<file path="src/rtl/common.sv">
// Shared definitions for the scalar core slice.
//
// Contents:
//   `DATA_WIDTH                 default data/address word width
//   `SCALAR_LSU_TIMEOUT_CYCLES  default handshake timeout limit for scalar_lsu
//   common_pkg                  data_t, warp_state_t, lsu_state_t
//
// The include guard lets this file be compiled on its own and also pulled in
// by the modules that need the defines, without redefinition.
`ifndef COMMON_SV
`define COMMON_SV

`define DATA_WIDTH 32
`define SCALAR_LSU_TIMEOUT_CYCLES 256

package common_pkg;

    typedef logic [`DATA_WIDTH-1:0] data_t;

    // Warp pipeline phases as seen by the execution units.
    typedef enum logic [2:0] {
        WARP_IDLE    = 3'd0,
        WARP_FETCH   = 3'd1,
        WARP_DECODE  = 3'd2,
        WARP_REQUEST = 3'd3,
        WARP_WAIT    = 3'd4,
        WARP_EXECUTE = 3'd5,
        WARP_UPDATE  = 3'd6,
        WARP_DONE    = 3'd7
    } warp_state_t;

    typedef enum logic [1:0] {
        LSU_IDLE       = 2'd0,
        LSU_REQUESTING = 2'd1,
        LSU_WAITING    = 2'd2,
        LSU_DONE       = 2'd3
    } lsu_state_t;

endpackage

`endif

</file>
<file path="src/rtl/scalar_lsu.sv">
// Scalar load/store unit: issues one memory access per instruction using a
// valid/ready handshake and returns load data to the scalar register file.
//
// Build option: SCALAR_LSU_TIMEOUT_EN -- when defined, a request that sees no
// ready for TIMEOUT_CYCLES cycles is abandoned, lsu_error is raised and a load
// returns all ones. When undefined there is no counter and lsu_error is 0.
//
// Ports:
//   clk, reset                  single clock, synchronous active-high reset
//   enable, warp_state          warp enable and current warp phase
//   decoded_mem_read_enable     load instruction
//   decoded_mem_write_enable    store instruction (wins over load)
//   decoded_immediate, rs1      offset and base address
//   rs2                         store data
//   mem_read_*                  read request channel (valid/address out,
//                               ready/data in)
//   mem_write_*                 write request channel (valid/address/data out,
//                               ready in)
//   lsu_state                   FSM state
//   lsu_out                     last load result
//   lsu_error                   timeout flag for the last access
`include "common.sv"

module scalar_lsu
    import common_pkg::*;
#(
    parameter int DATA_WIDTH     = `DATA_WIDTH,
    parameter int TIMEOUT_CYCLES = `SCALAR_LSU_TIMEOUT_CYCLES
) (
    input  logic                  clk,
    input  logic                  reset,
    input  logic                  enable,
    input  warp_state_t           warp_state,
    input  logic                  decoded_mem_read_enable,
    input  logic                  decoded_mem_write_enable,
    input  logic [DATA_WIDTH-1:0] decoded_immediate,
    input  logic [DATA_WIDTH-1:0] rs1,
    input  logic [DATA_WIDTH-1:0] rs2,
    output logic                  mem_read_valid,
    output logic [DATA_WIDTH-1:0] mem_read_address,
    input  logic                  mem_read_ready,
    input  logic [DATA_WIDTH-1:0] mem_read_data,
    output logic                  mem_write_valid,
    output logic [DATA_WIDTH-1:0] mem_write_address,
    output logic [DATA_WIDTH-1:0] mem_write_data,
    input  logic                  mem_write_ready,
    output lsu_state_t            lsu_state,
    output logic [DATA_WIDTH-1:0] lsu_out,
    output logic                  lsu_error
);

    if (TIMEOUT_CYCLES < 1) begin : g_bad_timeout
        $error("scalar_lsu: TIMEOUT_CYCLES must be at least 1");
    end

    lsu_state_t            state_r;
    lsu_state_t            next_state_s;
    logic                  start_s;
    logic                  handshake_s;
    logic                  timeout_s;
    logic                  read_valid_r;
    logic                  write_valid_r;
    logic                  is_store_r;
    logic [DATA_WIDTH-1:0] addr_r;
    logic [DATA_WIDTH-1:0] wdata_r;
    logic [DATA_WIDTH-1:0] lsu_out_r;

`ifdef SCALAR_LSU_TIMEOUT_EN
    localparam int CNT_W = $clog2(TIMEOUT_CYCLES + 1);
    localparam logic [CNT_W-1:0] CNT_LAST = CNT_W'(TIMEOUT_CYCLES - 1);

    logic [CNT_W-1:0] count_r;
    logic             error_r;
`endif

    // Next-state decode and the one-cycle control strobes for the datapath.
    always_comb begin
        next_state_s = state_r;
        start_s      = 1'b0;
        handshake_s  = 1'b0;
        timeout_s    = 1'b0;
        if (enable) begin
            case (state_r)
                LSU_IDLE: begin
                    if ((warp_state == WARP_REQUEST) &&
                        (decoded_mem_read_enable || decoded_mem_write_enable)) begin
                        next_state_s = LSU_REQUESTING;
                        start_s      = 1'b1;
                    end else begin
                        next_state_s = LSU_IDLE;
                    end
                end
                LSU_REQUESTING: begin
                    // A ready on the channel that is not being driven is ignored.
                    if ((read_valid_r && mem_read_ready) ||
                        (write_valid_r && mem_write_ready)) begin
                        next_state_s = LSU_WAITING;
                        handshake_s  = 1'b1;
`ifdef SCALAR_LSU_TIMEOUT_EN
                    end else if (count_r == CNT_LAST) begin
                        next_state_s = LSU_DONE;
                        timeout_s    = 1'b1;
`endif
                    end else begin
                        next_state_s = LSU_REQUESTING;
                    end
                end
                // Alignment slot so the register file sees lsu_out one cycle later.
                LSU_WAITING: begin
                    next_state_s = LSU_DONE;
                end
                LSU_DONE: begin
                    if (warp_state == WARP_UPDATE) begin
                        next_state_s = LSU_IDLE;
                    end else begin
                        next_state_s = LSU_DONE;
                    end
                end
                default: begin
                    next_state_s = LSU_IDLE;
                end
            endcase
        end else begin
            next_state_s = state_r;
        end
    end

    // FSM state register; a disabled cycle holds the state.
    always_ff @(posedge clk) begin
        if (reset) begin
            state_r <= LSU_IDLE;
        end else if (enable) begin
            state_r <= next_state_s;
        end
    end

    // Request channel and result registers.
    always_ff @(posedge clk) begin
        if (reset) begin
            read_valid_r  <= 1'b0;
            write_valid_r <= 1'b0;
            is_store_r    <= 1'b0;
            addr_r        <= '0;
            wdata_r       <= '0;
            lsu_out_r     <= '0;
        end else if (enable) begin
            if (start_s) begin
                // Store wins when both decoded enables are set.
                is_store_r    <= decoded_mem_write_enable;
                write_valid_r <= decoded_mem_write_enable;
                read_valid_r  <= ~decoded_mem_write_enable;
                addr_r        <= rs1 + decoded_immediate;
                if (decoded_mem_write_enable) begin
                    wdata_r <= rs2;
                end
            end else if (handshake_s) begin
                read_valid_r  <= 1'b0;
                write_valid_r <= 1'b0;
                if (!is_store_r) begin
                    lsu_out_r <= mem_read_data;
                end
            end else if (timeout_s) begin
                read_valid_r  <= 1'b0;
                write_valid_r <= 1'b0;
                if (!is_store_r) begin
                    lsu_out_r <= '1;
                end
            end
        end
    end

`ifdef SCALAR_LSU_TIMEOUT_EN
    // Requesting-cycle counter and sticky error flag for the current access.
    always_ff @(posedge clk) begin
        if (reset) begin
            count_r <= '0;
            error_r <= 1'b0;
        end else if (enable) begin
            if (start_s) begin
                count_r <= '0;
                error_r <= 1'b0;
            end else if (timeout_s) begin
                count_r <= '0;
                error_r <= 1'b1;
            end else if (state_r == LSU_REQUESTING && !handshake_s) begin
                count_r <= count_r + CNT_W'(1);
            end
        end
    end

    assign lsu_error = error_r;
`else
    assign lsu_error = 1'b0;
`endif

    assign lsu_state         = state_r;
    assign mem_read_valid    = read_valid_r;
    assign mem_read_address  = addr_r;
    assign mem_write_valid   = write_valid_r;
    assign mem_write_address = addr_r;
    assign mem_write_data    = wdata_r;
    assign lsu_out           = lsu_out_r;

endmodule

</file>
<file path="config.mk">
export PLATFORM = sky130hd
export DESIGN_NAME = scalar_lsu
export DESIGN_NICKNAME = d
export VERILOG_FILES = /design/src/rtl/scalar_lsu.sv
export VERILOG_INCLUDE_DIRS = /design/src /design/src/rtl
export SDC_FILE = /design/constraint.sdc
export NUM_CORES = 1
export LEC_CHECK = 0
export ABC_CLOCK_PERIOD_IN_PS = 2600
export BUFFER_PORTS_ARGS = -buffer_cell sky130_fd_sc_hd__clkbuf_2
export CORE_ASPECT_RATIO = 1.2
export CORE_MARGIN = 4
export CORE_UTILIZATION = 30
export CTS_CLUSTER_SIZE = 24
export DETAILED_ROUTE_END_ITERATION = 7
export GPL_ROUTABILITY_DRIVEN = 0
export PLACE_DENSITY_LB_ADDON = 0.12
export SYNTH_ARGS = -nofsm -noshare
export SYNTH_HDL_FRONTEND = slang
export SYNTH_SLANG_ARGS = --single-unit
</file>
<file path="constraint.sdc">
create_clock -name clk -period 2.6 [get_ports clk]
set_input_delay 0.26 -clock clk [delete_from_list [all_inputs] [get_ports clk]]
set_output_delay 0.26 -clock clk [all_outputs]
set_load 0.02 [all_outputs]
</file>
==> run summary, run 1 <==
Status - complete, no violations
Total number of vias - 5569
Worst reg2reg endpoint - mem_read_address[29]$_SDFFE_PP0P_
Primary FF master, synth - dfxtp_1
Core Rows - 53
CP Capture Type - flip-flop
CTS tree - built
Post-synthesis sequential area ratio - 0.370
Vias in the first global route - 5559
Clk_skew - 0.0101 ns
IO buf count - 269
Setup TNS - 0 ns
YS warnings - 0
Post-DP HPWL - 13600 um
Largest net degree at the start of global routing - 44
CP max FO - 3
Initial core utilization - 0.309
PD cells - 506 mW/mm^2
Area of the multi-input gates - 0.00297 sq mm
P&R area growth vs syn - 32.2%
Worst skew pair latency - 0.35 ns
Cells after synthesis - 698
Initial antenna violation count - 0
RSZ-0062 raised after global routing - false
Post-Syn Nets - 868
Post-layout util - 0.409
GRT Total Usage - 0.167
VDD IR-drop max - 0.000272 V
RR Startpoint - lsu_state[1]$_SDFFE_PP0P_
P_leak - 3.34 nW
Min setup slack post-route - 0.191 ns
Required time worst endpoint - 2.84 ns
CP arrival - 2.65 ns
Final Hold Vio Count - 0
Vias per cell - 4.76
CTS Hold Buffers Added - 0
Fillers - 1896
Hold Path Cell Cnt - 3
F_max - 415 MHz
Ys async rst share - 0
Final WL - 17500 um
Syn Std Cell Area - 0.00547 sq mm
IO Pins - 271
Finish-stage setup viols - 0
Number of flops mapped to enable cells by yosys - 0
CTS Buf Count - 9
Startpoint Class - input port
Hold WS - 0.118 ns
Crit path kind - in -> reg
Setup WS pre-CTS - -0.208 ns
H-tree Lvls - 3
Core area - 0.0177 sq mm
Top-count cell post-synth - nand2_1
Leading area contributor after synthesis - dfxtp_1
Worst Hold Class - in -> reg
Num Clock Sinks - 101
Post-DP Area - 0.00694 sq mm
Grt ovf - 0
Die Footprint - 0.0205 sq mm
R2R setup slack - 0.69 ns
Design area - 0.00723 sq mm
Clock slew at reported path FFs - 0.08 ns
Reg2reg path depth - 5
Placed insts - 1154
DR iter-0 viols - 193
Top cells by area, synth - dfxtp_1, nand2_1, a21oi_1
Final ANT Viol Nets - 0
Die height - 156 um
First drt pass iteration count - 4
End of the worst hold path - lsu_out[11]$_SDFFE_PP0P_
Final slew viol count - 0
Hold Path Origin - mem_read_data[11]
Period minus WS final - 2.41 ns
Routed len/inst - 14.9 um
Max-slew headroom at the worst pin - 0.591
Area fraction of the dominant cell type after synthesis - 0.370
Mean post-synth cell area - 7.84 sq um
CTS max path bufs - 2
Nets - 1115
Final period util - 0.926
Die width - 131 um
N_diodes - 0
Worst slew pin tran - 0.613 ns
Register Area - 0.00202 sq mm
Max-Cap Viols - 0
Distinct cells, synth - 65
# DRC - 0
Clk root buf - clkbuf_16
Synth cell count leaders - nand2_1, a21oi_1, dfxtp_1
Tot Pwr - 3.66 mW
First-pass GRT wire length - 28200 um
Post-synthesis register bit count - 101
Finished Layout Cells - 1170
Share of layout cells above drive strength 1 - 0.364
layer usage:
metal | part of all wire | track usage | vias to the layer above
li1 | - | - | 2871
met1 | 0.43 | 0.203 | 2495
met3 | 0.057 | 0.0342 | 18
met5 | 0 | 0 | -
met2 | 0.49 | 0.298 | 185
met4 | 0.015 | 0.0535 | 0
registers in the layout, summed over array words and instances, names as in the netlist:
register / count
lsu_state: 2
is_store_r: 1
lsu_out: 32
mem_write_valid: 1
mem_write_data: 32
mem_read_address: 32
mem_read_valid: 1
repair_timing:
item	in CTS	in global routing
setup endpoints to repair	0	1
gates resized for setup	0	1
buffers inserted	0	0
cells in the final DEF (no fill, tap or decap), types with 6 or more instances in the layout:
| cell | n |
|---|---|
| clkbuf_16 | 9 |
| a31oi_1 | 7 |
| xnor2_1 | 14 |
| clkbuf_2 | 268 |
| buf_4 | 40 |
| a21o_1 | 11 |
| xor2_1 | 7 |
| and2_1 | 6 |
| nor2_1 | 26 |
| and3_1 | 8 |
| a211oi_1 | 7 |
| o21ai_0 | 17 |
| o21bai_1 | 6 |
| ha_1 | 31 |
| dfxtp_1 | 101 |
| a21oi_1 | 113 |
| inv_1 | 8 |
| nand2_1 | 181 |
| nand3_1 | 17 |
worst max-delay path: stages:
cell,delay (ns)
clkbuf_2,0.08
ha_1,0.22
fa_1,0.41
a211oi_2,0.29
o21bai_2,0.12
o2111ai_2,0.25
a21oi_2,0.10
or3_4,0.40
a21oi_1,0.21
nor4_1,0.08
a211o_1,0.24
power breakdown:
part           internal [mW]  switching [mW]
Sequential              1.56          0.0151
Clock                  0.692           0.650
Combinational          0.340           0.398
Total                   2.60            1.06
how the worst max path moves through the flow:
stage / startpoint / to / slack (ns) / cells past startpoint
after floorplan: decoded_immediate[0] / mem_read_address[22]$_SDFFE_PP0P_ / 0.03 / 10
after CTS: decoded_immediate[0] / mem_read_address[22]$_SDFFE_PP0P_ / 0.17 / 11
after global placement: decoded_immediate[0] / mem_read_address[26]$_SDFFE_PP0P_ / -0.19 / 12
after detailed placement: decoded_immediate[0] / mem_read_address[26]$_SDFFE_PP0P_ / -0.21 / 12
final: decoded_immediate[0] / mem_read_address[22]$_SDFFE_PP0P_ / 0.19 / 11
after global routing: decoded_immediate[0] / mem_read_address[26]$_SDFFE_PP0P_ / 0.03 / 12
cell type report:
class                      count  share of cell area
inverter                       8             0.00415
clock buffer                  10              0.0330
tap                          220              0.0380
clock inverter                 6             0.00726
timing repair buffer         308               0.227
multi-input combinational    517               0.411
sequential                   101               0.279
kinds of logic (layout without fill, tap and decap cells):
group | after synthesis | in the layout | share of synthesized area
AND/OR/NAND/NOR | 266 | 266 | 0.209
AO/OA/AOI/OAI | 197 | 197 | 0.225
flip-flops | 101 | 101 | 0.370
buffers and inverters | 80 | 332 | 0.0874
adder cells (fa/ha/maj) | 32 | 32 | 0.0745
XOR/XNOR | 21 | 21 | 0.0336
other | 1 | 1 | 0.000685
Power figures use the tool's default switching activity.
==> inputs of run 2 (changes only) <==
CORE_ASPECT_RATIO = 0.5   (was 1.2)
==> run summary, run 2 (synthesis results as in run 1) <==
Status - complete, no violations (unchanged)
DR iter-0 viols - 141 (was 193)
Power share of the clock group - 0.364 (was 0.367)
Final ANT Viol Nets - 0 (unchanged)
Num Clock Sinks - 101 (unchanged)
H-tree Lvls - 3 (unchanged)
IO Pins - 271 (unchanged)
Switching power - 1.05 mW (was 1.06 mW)
Min setup slack post-route - 0.181 ns (was 0.191 ns)
Vias per cell - 4.65 (was 4.76)
IO buf count - 269 (unchanged)
Comb pwr share - 0.198 (was 0.202)
First-pass GRT wire length - 25800 um (was 28200 um)
Nets - 1103 (was 1115)
Largest net degree at the start of global routing - 44 (unchanged)
Routed len/inst - 14.5 um (was 14.9 um)
Finish-stage setup viols - 0 (unchanged)
Net Sw Frac - 0.292 (was 0.291)
Sequential share of power - 0.438 (was 0.432)
F_max - 413 MHz (was 415 MHz)
Fillers - 1916 (was 1896)
Die Footprint - 0.0206 sq mm (was 0.0205 sq mm)
Final slew viol count - 0 (unchanged)
P&R area growth vs syn - 30.7% (was 32.2%)
CP Capture Type - flip-flop (unchanged)
CP arrival - 2.65 ns (about the same)
Share of layout cells above drive strength 1 - 0.355 (was 0.364)
Setup TNS - 0 ns (unchanged)
P_leak - 3.27 nW (was 3.34 nW)
Most common cell after layout, fill and taps aside - clkbuf_2 (unchanged)
# DRC - 0 (unchanged)
Final period util - 0.930 (was 0.926)
CTS Buf Count - 9 (unchanged)
Int Power - 2.55 mW (was 2.60 mW)
Die height - 103 um (was 156 um)
Clk_skew - 0.00921 ns (was 0.0101 ns)
Initial core utilization - 0.311 (was 0.309)
Core area - 0.0176 sq mm (was 0.0177 sq mm)
Core Rows - 34 (was 53)
Clock slew at reported path FFs - 0.08 ns (about the same)
Max-slew headroom at the worst pin - 0.553 (was 0.591)
CTS Hold Buffers Added - 0 (unchanged)
Tot Pwr - 3.61 mW (was 3.66 mW)
Worst slew pin tran - 0.670 ns (was 0.613 ns)
Final Hold Vio Count - 0 (unchanged)
PD cells - 504 mW/mm^2 (was 506 mW/mm^2)
Die width - 199 um (was 131 um)
CTS tree - built (unchanged)
First drt pass iteration count - 4 (unchanged)
Setup WS pre-CTS - -0.212 ns (was -0.208 ns)
Post-DP HPWL - 13300 um (was 13600 um)
Vias in the first global route - 5073 (was 5559)
VDD IR-drop max - 0.000283 V (was 0.000272 V)
GRT Total Usage - 0.155 (was 0.167)
CTS max path bufs - 2 (unchanged)
Worst Hold Class - in -> reg (unchanged)
Total number of vias - 5455 (was 5569)
Final WL - 17000 um (was 17500 um)
RSZ-0062 raised after global routing - false (unchanged)
Initial antenna violation count - 0 (unchanged)
Clk root buf - clkbuf_16 (unchanged)
Worst skew pair latency - 0.34 ns (was 0.35 ns)
Max-Cap Viols - 0 (unchanged)
Required time worst endpoint - 2.83 ns (was 2.84 ns)
Grt ovf - 0 (unchanged)
Crit path kind - in -> reg (unchanged)
N_diodes - 0 (unchanged)
Most frequent cells in the layout - clkbuf_2, nand2_1, a21oi_1 (unchanged)
CP max FO - 3 (unchanged)
Startpoint Class - input port (unchanged)
Period minus WS final - 2.42 ns (was 2.41 ns)
==> run 2: cell type report <==
class / instances / area (sq um) / share of cell area
clock inverters: 6 / 52.6 / 0.00735
inverters: 8 / 30.0 / 0.00420
flip-flops and latches: 101 / 2020 / 0.283
multi-input cells: 517 / 2970 / 0.416
well taps: 234 / 293 / 0.0409
clock buffers: 10 / 229 / 0.0320
repair buffers: 296 / 1550 / 0.217
==> run 2: metrics by stage <==
step	utilization	area [sq um]	hold WS (ns)	cells
CTS	0.406	7150	0.108	1172
finish	0.406	7150	0.129	1172
detailed placement	0.390	6870	0.447	1156
global route	0.406	7150	0.114	1172
floorplan	-	5470	0.396	698
global placement	0.390	6870	0.441	1156
==> run 2: repair_timing <==
action,in CTS,in global routing
buffers inserted,0,0
endpoints found under the setup margin,0,2
resized for setup,0,1
==> run 2: layer usage <==
layer	vias to the layer above	share of wire	GRT usage	wire length, um
li1	2836	-	-	-
met1	2487	0.46	0.203	7890
met2	123	0.48	0.270	8230
met3	9	0.045	0.0330	773
met4	0	0.0086	0.0305	146
met5	-	0	0	0
==> run 2: critical path, cell delays in order <==
cell	delay [ns]
clkbuf_2	0.08
ha_1	0.22
fa_1	0.42
a211oi_2	0.25
o21bai_2	0.14
o2111ai_2	0.24
a21oi_2	0.12
or3_4	0.42
a21oi_1	0.22
nor4_1	0.07
a211o_1	0.24
==> run 2: worst paths after layout <==
kind / start / to / slack [ns] / cells past startpoint
worst min register to register: mem_write_data[12]$_SDFFE_PP0P_ / mem_write_data[12]$_SDFFE_PP0P_ / 0.45 / 2
worst max register to register: lsu_state[1]$_SDFFE_PP0P_ / mem_read_address[29]$_SDFFE_PP0P_ / 0.78 / 5
worst max-delay path: decoded_immediate[0] / mem_read_address[22]$_SDFFE_PP0P_ / 0.18 / 11
worst min-delay path: mem_read_data[14] / lsu_out[14]$_SDFFE_PP0P_ / 0.13 / 3
==> run 2: power groups by stage <==
| stage | Sequential [mW] | Combinational, mW | Clock [mW] |
|---|---|---|---|
| 2_1_floorplan | 1.64 | 0.444 | 0 |
| 3_3_place_gp | 1.62 | 0.717 | 0 |
| 3_5_place_dp | 1.62 | 0.716 | 0 |
| 4_1_cts | 1.58 | 0.721 | 1.37 |
| 5_1_grt | 1.58 | 0.792 | 1.44 |
| 6_report | 1.58 | 0.714 | 1.31 |
==> inputs of run 3 (changes only) <==
==> constraint.sdc (replaced) <==
create_clock -name clk -period 2.6 [get_ports clk]
set_input_delay 0.39 -clock clk [delete_from_list [all_inputs] [get_ports clk]]
set_output_delay 0.39 -clock clk [all_outputs]
set_load 0.02 [all_outputs]
==> run summary, run 3 (synthesis results as in run 1) <==
Clk_skew - 0.00560 ns (was 0.00921 ns)
Min setup slack post-route - 0.166 ns (was 0.181 ns)
Startpoint Class - input port (unchanged)
Status - complete, no violations (unchanged)
DR iter-0 viols - 152 (was 141)
Nets - 1112 (was 1103)
Worst skew pair latency - 0.34 ns (about the same)
CP Capture Type - flip-flop (unchanged)
VDD IR-drop max - 0.000314 V (was 0.000283 V)
Worst path slowest cell - or3_4 (was fa_1)
Comb pwr share - 0.204 (was 0.198)
Worst Hold Class - in -> reg (unchanged)
PD cells - 502 mW/mm^2 (was 504 mW/mm^2)
F_max - 411 MHz (was 413 MHz)
CTS max path bufs - 2 (unchanged)
Int Power - 2.57 mW (was 2.55 mW)
CP arrival - 2.69 ns (was 2.65 ns)
GRT Total Usage - 0.158 (was 0.155)
Setup TNS - 0 ns (unchanged)
Max-slew headroom at the worst pin - 0.555 (was 0.553)
Sequential share of power - 0.435 (was 0.438)
Tot Pwr - 3.64 mW (was 3.61 mW)
Max-Cap Viols - 0 (unchanged)
Initial antenna violation count - 0 (unchanged)
Final ANT Viol Nets - 0 (unchanged)
Die Footprint - 0.0206 sq mm (unchanged)
Total number of vias - 5548 (was 5455)
IO Pins - 271 (unchanged)
Crit path largest cell delay - 0.41 ns (was 0.42 ns)
Final WL - 17100 um (was 17000 um)
Most frequent cells in the layout - clkbuf_2, nand2_1, a21oi_1 (unchanged)
Post-DP HPWL - 13200 um (was 13300 um)
Core area - 0.0176 sq mm (unchanged)
Setup Buffers After CTS - 0 (unchanged)
Period minus WS final - 2.43 ns (was 2.42 ns)
Largest net degree at the start of global routing - 42 (was 44)
CTS tree - built (unchanged)
Clk root buf - clkbuf_16 (unchanged)
Finish-stage setup viols - 0 (unchanged)
Critical-path cell list - clkbuf_2, ha_1, fa_2, a211oi_2, o21bai_2, o2111ai_2, a21oi_2, or3_4, a31oi_4, o21ai_1, a311oi_2 (was clkbuf_2, ha_1, fa_1, a211oi_2, o21bai_2, o2111ai_2, a21oi_2, or3_4, a21oi_1, nor4_1, a211o_1)
Die width - 199 um (unchanged)
Die height - 103 um (unchanged)
Crit path kind - in -> reg (unchanged)
IO buf count - 269 (unchanged)
Clock slew at reported path FFs - 0.08 ns (about the same)
Power share of the clock group - 0.361 (was 0.364)
Net Sw Frac - 0.293 (was 0.292)
# DRC - 0 (unchanged)
CTS Hold Buffers Added - 0 (unchanged)
Final slew viol count - 0 (unchanged)
Vias per cell - 4.70 (was 4.65)
Fillers - 1888 (was 1916)
P&R area growth vs syn - 32.4% (was 30.7%)
P_leak - 3.33 nW (was 3.27 nW)
Num Clock Sinks - 101 (unchanged)
Worst slew pin tran - 0.668 ns (was 0.670 ns)
First drt pass iteration count - 4 (unchanged)
Core Rows - 34 (unchanged)
Switching power - 1.06 mW (was 1.05 mW)
CP max FO - 3 (unchanged)
Final period util - 0.936 (was 0.930)
Required time worst endpoint - 2.85 ns (was 2.83 ns)
CTS Buf Count - 9 (unchanged)
Grt ovf - 0 (unchanged)
Most common cell after layout, fill and taps aside - clkbuf_2 (unchanged)
Share of layout cells above drive strength 1 - 0.363 (was 0.355)
Post-CTS resize count - 0 (unchanged)
Vias in the first global route - 5059 (was 5073)
Routed len/inst - 14.5 um (about the same)
Setup WS pre-CTS - -0.234 ns (was -0.212 ns)
N_diodes - 0 (unchanged)
RSZ-0062 raised after global routing - false (unchanged)
First-pass GRT wire length - 26200 um (was 25800 um)
Initial core utilization - 0.311 (unchanged)
Final Hold Vio Count - 0 (unchanged)
H-tree Lvls - 3 (unchanged)
run 3: stage by stage:
stage / hold slack [ns] / std cells / utilization / cell area (sq um)
after global placement: 0.441 / 1165 / 0.395 / 6950
after floorplan: 0.445 / 698 / - / 5470
after CTS: 0.241 / 1181 / 0.411 / 7240
after global routing: 0.247 / 1181 / 0.411 / 7240
final: 0.259 / 1181 / 0.411 / 7240
after detailed placement: 0.448 / 1165 / 0.395 / 6950
run 3: layer usage:
metal / vias to the layer above / routed length (um) / track usage
li1: 2864 / - / -
met1: 2539 / 8060 / 0.216
met2: 132 / 8150 / 0.265
met3: 13 / 746 / 0.0294
met4: 0 / 181 / 0.0331
met5: - / 0 / 0
run 3: worst paths after layout:
kind / from / slack, ns / cells after the start / to
min reg2reg: mem_write_data[26]$_SDFFE_PP0P_ / 0.45 / 2 / mem_write_data[26]$_SDFFE_PP0P_
max reg2reg: lsu_state[1]$_SDFFE_PP0P_ / 0.75 / 5 / mem_read_address[29]$_SDFFE_PP0P_
min: rs2[8] / 0.26 / 3 / mem_write_data[8]$_SDFFE_PP0P_
max: decoded_immediate[0] / 0.17 / 11 / mem_read_address[30]$_SDFFE_PP0P_
run 3: layout make-up:
| type | count | area (sq um) | share of cell area |
|---|---|---|---|
| Clock buffer | 10 | 229 | 0.0316 |
| Clock inverter | 6 | 56.3 | 0.00777 |
| Inverter | 8 | 30.0 | 0.00415 |
| Multi-Input combinational cell | 517 | 2980 | 0.412 |
| Sequential cell | 101 | 2020 | 0.279 |
| Tap cell | 234 | 293 | 0.0404 |
| Timing Repair Buffer | 305 | 1630 | 0.225 |
run 3: critical path, delay by kind of cell:
family | cells | cell delay [ns]
AOI/OAI and AO/OA | 7 | 1.23
adders and majority gates | 2 | 0.58
and+or+nand+nor | 1 | 0.41
buffers and inverters | 1 | 0.08
run 3: power groups by stage:
stage / Clock, mW / Combinational [mW] / Sequential [mW]
3_5_place_dp: 0 / 0.737 / 1.62
5_1_grt: 1.45 / 0.819 / 1.58
6_report: 1.31 / 0.741 / 1.58
2_1_floorplan: 0 / 0.444 / 1.64
4_1_cts: 1.38 / 0.742 / 1.58
3_3_place_gp: 0 / 0.740 / 1.62
